File: src/rtl/bus_if_pkg.sv
// Shared widths, FSM state encoding and access codes for the pipeline bus interface.
package bus_if_pkg;

    localparam int WORD_ADDR_W    = 30;
    localparam int WORD_DATA_W    = 32;
    localparam int BUS_IF_STATE_W = 2;

    typedef logic [WORD_ADDR_W-1:0] word_addr_t;
    typedef logic [WORD_DATA_W-1:0] word_data_t;

    typedef enum logic [BUS_IF_STATE_W-1:0] {
        BUS_IF_IDLE   = 2'd0,
        BUS_IF_REQ    = 2'd1,
        BUS_IF_ACCESS = 2'd2,
        BUS_IF_STALL  = 2'd3
    } bus_if_state_e;

    localparam logic [2:0] SPM_AREA_DEFAULT = 3'b011;

    localparam logic READ  = 1'b1;
    localparam logic WRITE = 1'b0;

endpackage

File: src/rtl/bus_if.sv
// Pipeline-stage bus interface: decodes scratch-pad accesses combinationally and
// runs external bus transfers through a request/grant/strobe/ready handshake.
module bus_if
    import bus_if_pkg::*;
#(
    parameter logic [2:0] SPM_AREA = SPM_AREA_DEFAULT
) (
    input  logic                   clk,
    input  logic                   reset,
    input  logic                   stall,
    input  logic                   flush,
    output logic                   busy,
    input  logic [WORD_ADDR_W-1:0] addr,
    input  logic                   as_,
    input  logic                   rw,
    input  logic [WORD_DATA_W-1:0] wr_data,
    output logic [WORD_DATA_W-1:0] rd_data,
    input  logic [WORD_DATA_W-1:0] spm_rd_data,
    output logic [WORD_ADDR_W-1:0] spm_addr,
    output logic                   spm_as_,
    output logic                   spm_rw,
    output logic [WORD_DATA_W-1:0] spm_wr_data,
    input  logic [WORD_DATA_W-1:0] bus_rd_data,
    input  logic                   bus_rdy_,
    input  logic                   bus_grnt_,
    output logic                   bus_req_,
    output logic [WORD_ADDR_W-1:0] bus_addr,
    output logic                   bus_as_,
    output logic                   bus_rw,
    output logic [WORD_DATA_W-1:0] bus_wr_data
);

    bus_if_state_e          r_state;
    bus_if_state_e          w_state_next;
    logic [WORD_DATA_W-1:0] r_rd_buf;
    logic                   w_spm_sel;
    logic                   w_go;

    assign w_spm_sel = (addr[WORD_ADDR_W-1:WORD_ADDR_W-3] == SPM_AREA);
    // A stalled or flushed stage must not launch any new access.
    assign w_go      = !as_ && !flush && !stall;

    assign spm_addr    = addr;
    assign spm_rw      = rw;
    assign spm_wr_data = wr_data;
    assign spm_as_     = !(w_go && w_spm_sel);

    // NOTE: every output of this block gets a default first so no path can infer a latch.
    always_comb begin
        w_state_next = r_state;
        busy         = 1'b0;
        rd_data      = w_spm_sel ? spm_rd_data : '0;
        case (r_state)
            BUS_IF_IDLE: begin
                if (w_go && !w_spm_sel) begin
                    busy         = 1'b1;
                    w_state_next = BUS_IF_REQ;
                end
            end
            BUS_IF_REQ: begin
                busy = 1'b1;
                if (!bus_grnt_)
                    w_state_next = BUS_IF_ACCESS;
                else if (flush)
                    w_state_next = BUS_IF_IDLE;
            end
            BUS_IF_ACCESS: begin
                // Flush is deliberately ignored here: a started bus cycle always finishes.
                if (!bus_rdy_) begin
                    rd_data      = bus_rd_data;
                    w_state_next = stall ? BUS_IF_STALL : BUS_IF_IDLE;
                end else begin
                    busy = 1'b1;
                end
            end
            BUS_IF_STALL: begin
                rd_data = r_rd_buf;
                if (!stall)
                    w_state_next = BUS_IF_IDLE;
            end
            default: w_state_next = BUS_IF_IDLE;
        endcase
    end

    // NOTE: sequential state uses non-blocking assignments so all registers update from pre-edge values.
    always_ff @(posedge clk or posedge reset) begin
        if (reset) begin
            // NOTE: every register here is cleared so a reset mid-transfer leaves no stale bus values.
            r_state     <= BUS_IF_IDLE;
            bus_req_    <= 1'b1;
            bus_as_     <= 1'b1;
            bus_rw      <= READ;
            bus_addr    <= '0;
            bus_wr_data <= '0;
            r_rd_buf    <= '0;
        end else begin
            r_state <= w_state_next;
            case (r_state)
                BUS_IF_IDLE: begin
                    if (w_state_next == BUS_IF_REQ) begin
                        bus_req_    <= 1'b0;
                        bus_addr    <= addr;
                        bus_rw      <= rw;
                        bus_wr_data <= wr_data;
                    end
                end
                BUS_IF_REQ: begin
                    if (!bus_grnt_)
                        bus_as_ <= 1'b0;
                    else if (flush)
                        bus_req_ <= 1'b1;
                end
                BUS_IF_ACCESS: begin
                    bus_as_ <= 1'b1;
                    if (!bus_rdy_) begin
                        bus_req_ <= 1'b1;
                        r_rd_buf <= bus_rd_data;
                    end
                end
                default: ;
            endcase
        end
    end

endmodule

File: config.mk
export PLATFORM = sky130hd
export DESIGN_NAME = bus_if
export DESIGN_NICKNAME = d
export VERILOG_FILES = /design/src/rtl/bus_if_pkg.sv /design/src/rtl/bus_if.sv
export SDC_FILE = /design/constraint.sdc
export NUM_CORES = 1
export LEC_CHECK = 0
export CORE_MARGIN = 1.5
export CORE_UTILIZATION = 30
export DETAILED_ROUTE_END_ITERATION = 7
export PLACE_DENSITY_LB_ADDON = 0.12
export SLEW_MARGIN = 40
export SYNTH_ARGS = -nofsm -noshare
export SYNTH_HDL_FRONTEND = slang
export SYNTH_SLANG_ARGS = --single-unit
File: constraint.sdc
create_clock -name clk -period 3 [get_ports clk]
set_input_delay 0.3 -clock clk [delete_from_list [all_inputs] [get_ports clk]]
set_output_delay 0.3 -clock clk [all_outputs]
set_load 0.03 [all_outputs]
Yosys cells after proc, flatten, opt, wreduce, memory -nomap -nowiden --
Cells that the tools add are included.
Word-level totals: bits of input ports 134, register bits after elaboration 99
Cells by class: mux-type cells 20, eq/ne operators 10, reductions and logical operators 16, bitwise operators 1
Operators with widths (count):
- $mux W32 | 2
- $pmux W32 S2 | 1
- $mux W2 | 6
- $ne A2 B2 Y1 const B | 5
- $pmux W2 S4 | 1
- $mux W1 | 7
- $pmux W1 S3 | 2
- $reduce_and A2 Y1 | 3
- $logic_not A1 Y1 | 5
- $reduce_and A5 Y1 | 1
- $eq A2 B1 Y1 const B | 2
- $eq A2 B2 Y1 const B | 2
- $logic_and A1 B1 Y1 | 4
- $eq A3 B2 Y1 const B | 1
- $reduce_bool A3 Y1 | 1
- $logic_not A2 Y1 | 1
- $pmux W1 S2 | 1
- $reduce_bool A2 Y1 | 1
- $not A1 Y1 | 1

Logic depth before layout (Yosys ltp) --
Gate-level depths: netlist of run 1.
depth in word-level cells 9, mapped depth 8, gate-level depth less buffers 7

Worst setup path before layout of run 1 --
Ideal clock, no wire load.
kind reg2out, from register r_state[0], to output port rd_data[21], setup slack 772 ps, arrival 1928 ps, cell stages (with the launch flop) 8, path through dfrtp_1 inv_1 ha_1 and2b_1 nor3_1 clkbuf_1 a222oi_1 inv_1
On the way: cells in the longest elaborated chain, start to end 2, elaborated cells between the ends (all ways) 3, those cells by class eq/ne (2); mux (1)
Ends and longest elaborated chain:
- from (decl) | RTL line bus_if.sv:33 | bus_if_state_e r_state;
- from (signal assigned) | RTL line bus_if.sv:97 | r_state <= w_state_next;
- $eq A2 B2 Y1 | RTL line bus_if.sv:53 | case (r_state)
- $pmux W32 S2 (*) | RTL line bus_if.sv:53
- to (decl) | RTL line bus_if.sv:17 | output logic [WORD_DATA_W-1:0] rd_data,
Mark *: on every way between the ends. The rest lies on a longest branch, timed or not.

Worst setup path after layout of run 1 --
from register r_state[0], to output port rd_data[20]
The elaborated chain is that of the path after synthesis.

==> results of run 1 <==
[synthesized netlist by cell type (2+ instances only)]
| library cell | count |
|---|---|
| sky130_fd_sc_hd__nand2b_1 | 2 |
| sky130_fd_sc_hd__buf_4 | 63 |
| sky130_fd_sc_hd__buf_6 | 6 |
| sky130_fd_sc_hd__inv_1 | 36 |
| sky130_fd_sc_hd__mux2_4 | 60 |
| sky130_fd_sc_hd__nand3b_1 | 3 |
| sky130_fd_sc_hd__a21oi_1 | 7 |
| sky130_fd_sc_hd__mux2_2 | 35 |
| sky130_fd_sc_hd__buf_2 | 3 |
| sky130_fd_sc_hd__a222oi_1 | 32 |
| sky130_fd_sc_hd__clkbuf_1 | 11 |
| sky130_fd_sc_hd__nand3_1 | 2 |
| sky130_fd_sc_hd__dfrtp_1 | 96 |
| sky130_fd_sc_hd__ha_1 | 6 |
| sky130_fd_sc_hd__nand2_1 | 2 |
| sky130_fd_sc_hd__dfstp_2 | 3 |
| sky130_fd_sc_hd__nor2b_1 | 2 |
[kinds of logic after synthesis]
group / synth area share [%]
and+or+nand+nor: 2.24
DFF: 48.3
AOI/OAI and AO/OA: 8.26
adders and majority gates: 1.46
buffers and inverters: 14.3
muxes: 25.4
[worst max-delay path, delay by kind of cell (launching register included)]
| kind | cells | cell delay, ns |
|---|---|---|
| AO/OA/AOI/OAI | 1 | 0.16 |
| buffers and inverters | 4 | 0.99 |
| flip-flops | 1 | 0.42 |
| AND/OR/NAND/NOR | 1 | 0.22 |
| adder cells (fa/ha/maj) | 1 | 0.29 |
[final cells by class]
cell class / count / area (um2) / share of cell area [%]
Multi-Input combinational cell: 165 / 1930 / 23.8
Tap cell: 220 / 275 / 3.41
Clock inverter: 4 / 51.3 / 0.635
Inverter: 36 / 138 / 1.70
Clock buffer: 11 / 243 / 3.00
Timing Repair Buffer: 303 / 2970 / 36.7
Sequential cell: 99 / 2480 / 30.7
[sequential cells by signal, summed over array words and instances (netlist names)]
name and cells:
bus_as_ 1, bus_rw 1, r_rd_buf 32, bus_addr 30, bus_req_ 1, bus_wr_data 32, r_state 2
[through the flow]
| stage | hold slack, ns | setup WS, ns |
|---|---|---|
| 4_1_cts | 0.404 | 0.201 |
| 5_1_grt | 0.417 | 0.0389 |
| 2_1_floorplan | 0.448 | 0.115 |
| 3_5_place_dp | 0.493 | 0.299 |
| 3_3_place_gp | 0.488 | 0.357 |
| 6_report | 0.367 | 0.219 |
[power breakdown]
group	internal (W)	leakage [nW]	total [W]	switching [W]
sequential	0.00204	1.20	0.00243	0.000383
clock	0.000665	0.142	0.00114	0.000479
combinational	0.00243	2.45	0.00467	0.00224
total	0.00514	3.78	0.00824	0.00310
[per-layer routing]
layer / track usage (%) / vias to the layer above / part of all wire (%)
met4: 5.68 / 0 / 1.7
met5: 0 / - / 0
met1: 18.1 / 1857 / 41
met3: 4.69 / 14 / 9.1
li1: - / 1775 / -
met2: 24.7 / 195 / 48
[how the worst max path moves through the flow]
stage / start / to / slack [ns]
after global placement: addr[29] / bus_wr_data[4] / 0.36
final: r_state[0] / rd_data[20] / 0.22
after global routing: r_state[0] / rd_data[20] / 0.04
after floorplan: reset / bus_addr[0] / 0.11
after detailed placement: addr[29] / bus_wr_data[2] / 0.30
after CTS: r_state[0] / rd_data[20] / 0.20
==> results summary, run 1 <==
In the routed design, unresolved DRC markers number 0. The number of hold-slack violations in the final timing report is 0. Leaving out fill and tap cells, the most frequent cells in the layout are sky130_fd_sc_hd__clkdlybuf4s50_1 (263), sky130_fd_sc_hd__dfrtp_1 (96), sky130_fd_sc_hd__mux2_4 (60), sky130_fd_sc_hd__buf_4 (37). The post-route clock skew is 0.00792 ns. The total half-perimeter wirelength after legalization and detailed placement came out at 10000 um. The proportion of synthesized flip-flops having asynchronous set or reset came out at 100%. For this run, the detailed router's first-pass iteration total came to 7. The data required time at the worst endpoint came out at 2.70 ns.

The number of global-route vias before repair was 3948. The diode insertion count for antenna repair is 0. Averaged over all synthesized cells, the footprint is 13.4 um2. The full die area is 17900 um2. Counting distinct cell types in the post-synthesis netlist gives 31.

The final total negative setup slack came out at 0 ns. The starting density of the core is 30.8%. The normalized max-slew margin is 52.4%. The analysis attributes to cell leakage a power of 3.78 nW. The maximum clock rate came out at 360 MHz. The number of gates resized after CTS came out at 0. For this design the ratio of total power to cell area is 1020 nW/um2. Setup repair after global routing left no endpoint under its margin. The number of hold buffers added after cts came out at 0. The clock latency of the later-clocked register in the worst-skew pair is 0.34 ns. The global-route wire length before repair came out at 20800 um. The standard cell area after detailed placement came out at 7790 um2. The width of the die is 134 um. The worst setup path is launched from a flop. The placed cell count is 823. The detailed router finished its first iteration with 180 violations. Clock tree synthesis selected as its root buffer the cell sky130_fd_sc_hd__clkbuf_16.

The number of fillers in the final layout is 1474. After technology mapping, the gate count stands at 383. Across the run, the number of max-cap violations was 0. The number of nets handed over by synthesis was 523. Once detail routing completed, the nets flagged for antenna violations numbered 0. The detailed-route vias per instance is 4.58. Counting along the longest clock path gives a buffer depth of 2. The clock drives 99 sinks. The largest net degree at the start of global routing came out at 65.

TritonCTS built the clock tree. The post-CTS clock slew at the launch and capture registers of the worst setup and hold paths came out at 0.07 ns. The signal on the critical path passes through inv_1, ha_1, and2b_2, buf_4, a222oi_1, inv_1, buf_4.

The delay of the slowest cell on the worst path came out at 0.56 ns. The number of warnings printed during yosys synthesis is 0. The minimum clock period came out at 2.78 ns. After synthesis the cells add up to 5130 um2. The final critical path takes up 92.7% of the cycle. The total number of placement rows is 47. The maximum vdd drop is 588 uV.

The maximum fanout along the worst path is 64. For this run, the leading register cell type out of synthesis is sky130_fd_sc_hd__dfrtp_1. The mean routed wirelength per cell came out at 16.1 um.

The overall power came out at 0.00824 W. The core box area is 16600 um2. In this run the post-CTS setup repair buffer count came out at 0. The layout overhead on the synthesized area is 57.5%. The I/O pin count is 296. The internal reg-to-reg setup slack came out at 0.32 ns. The final core area utilization is 48.6%.

The number of nets in the layout came out at 754. The via total after detailed routing is 3841. On the critical path, the stage with the largest delay is an instance of sky130_fd_sc_hd__buf_4. The final cell area excluding filler cells is 8080 um2. The total wire length after detailed routing came out at 13500 um. The number of enable flip-flop cells after synthesis is 0. During placement, the flow inserted port buffers numbering 295. The fraction of synthesized cell area taken by the top area cell type is 46.8%. In this run the critical register-to-register path is launched from r_state[0]. In this run the critical register-to-register path is captured at bus_wr_data[8]. The number of clock buffers added by TritonCTS is 9.

The total overflow left after global routing is 0. The largest total area in the synthesized netlist belongs to sky130_fd_sc_hd__dfrtp_1. STA classifies the critical path endpoint as an output port. The path class of the tightest hold or removal check is input pin to asynchronous set/reset pin. Setup violations remaining at the end of the flow were counted as 0.

After synthesis, the cell types taking the most area are sky130_fd_sc_hd__dfrtp_1 (47%), sky130_fd_sc_hd__mux2_4 (18%), sky130_fd_sc_hd__buf_4 (9.2%). The leading cell type in the layout, fill and taps excluded is sky130_fd_sc_hd__clkdlybuf4s50_1. From bottom edge to top edge, the die measures 134 um.

The proportion of layout cells with a drive suffix above 1 came out at 25.7%. The slew at the pin closest to its max-slew limit came out at 0.715 ns. The number of storage elements in the synthesis netlist came out at 99. The clock tree synthesis step divided the H-tree into 3 levels. The initial antenna violation count came out at 0. The number of pins exceeding their max-slew limit in the final report came out at 0. The post-route non-filler standard cell count is 838.

The critical path in this run is classified as flop to output port. The weighted congestion reported at the end of routability-driven placement is 0.797. Global routing used 14.9% of the available tracks across all layers.

The depth of the worst register-to-register path is 8. The share of synthesized area occupied by flip-flops and latches came out at 48.3%. The run finished with clean final reports. The data arrival at the endpoint of the critical path is 2.48 ns.
Power figures use the tool's default switching activity.
==> inputs of run 2 (changes only) <==
--- a/config.mk
+++ b/config.mk
@@ -7,6 +7,7 @@
 export LEC_CHECK = 0
 export CORE_MARGIN = 1.5
 export CORE_UTILIZATION = 30
+export CTS_CLUSTER_SIZE = 24
 export DETAILED_ROUTE_END_ITERATION = 7
 export PLACE_DENSITY_LB_ADDON = 0.12
 export SLEW_MARGIN = 40
==> results of run 2 <==
Same layout as run 1: the final DEF is identical, and so are final timing and power.
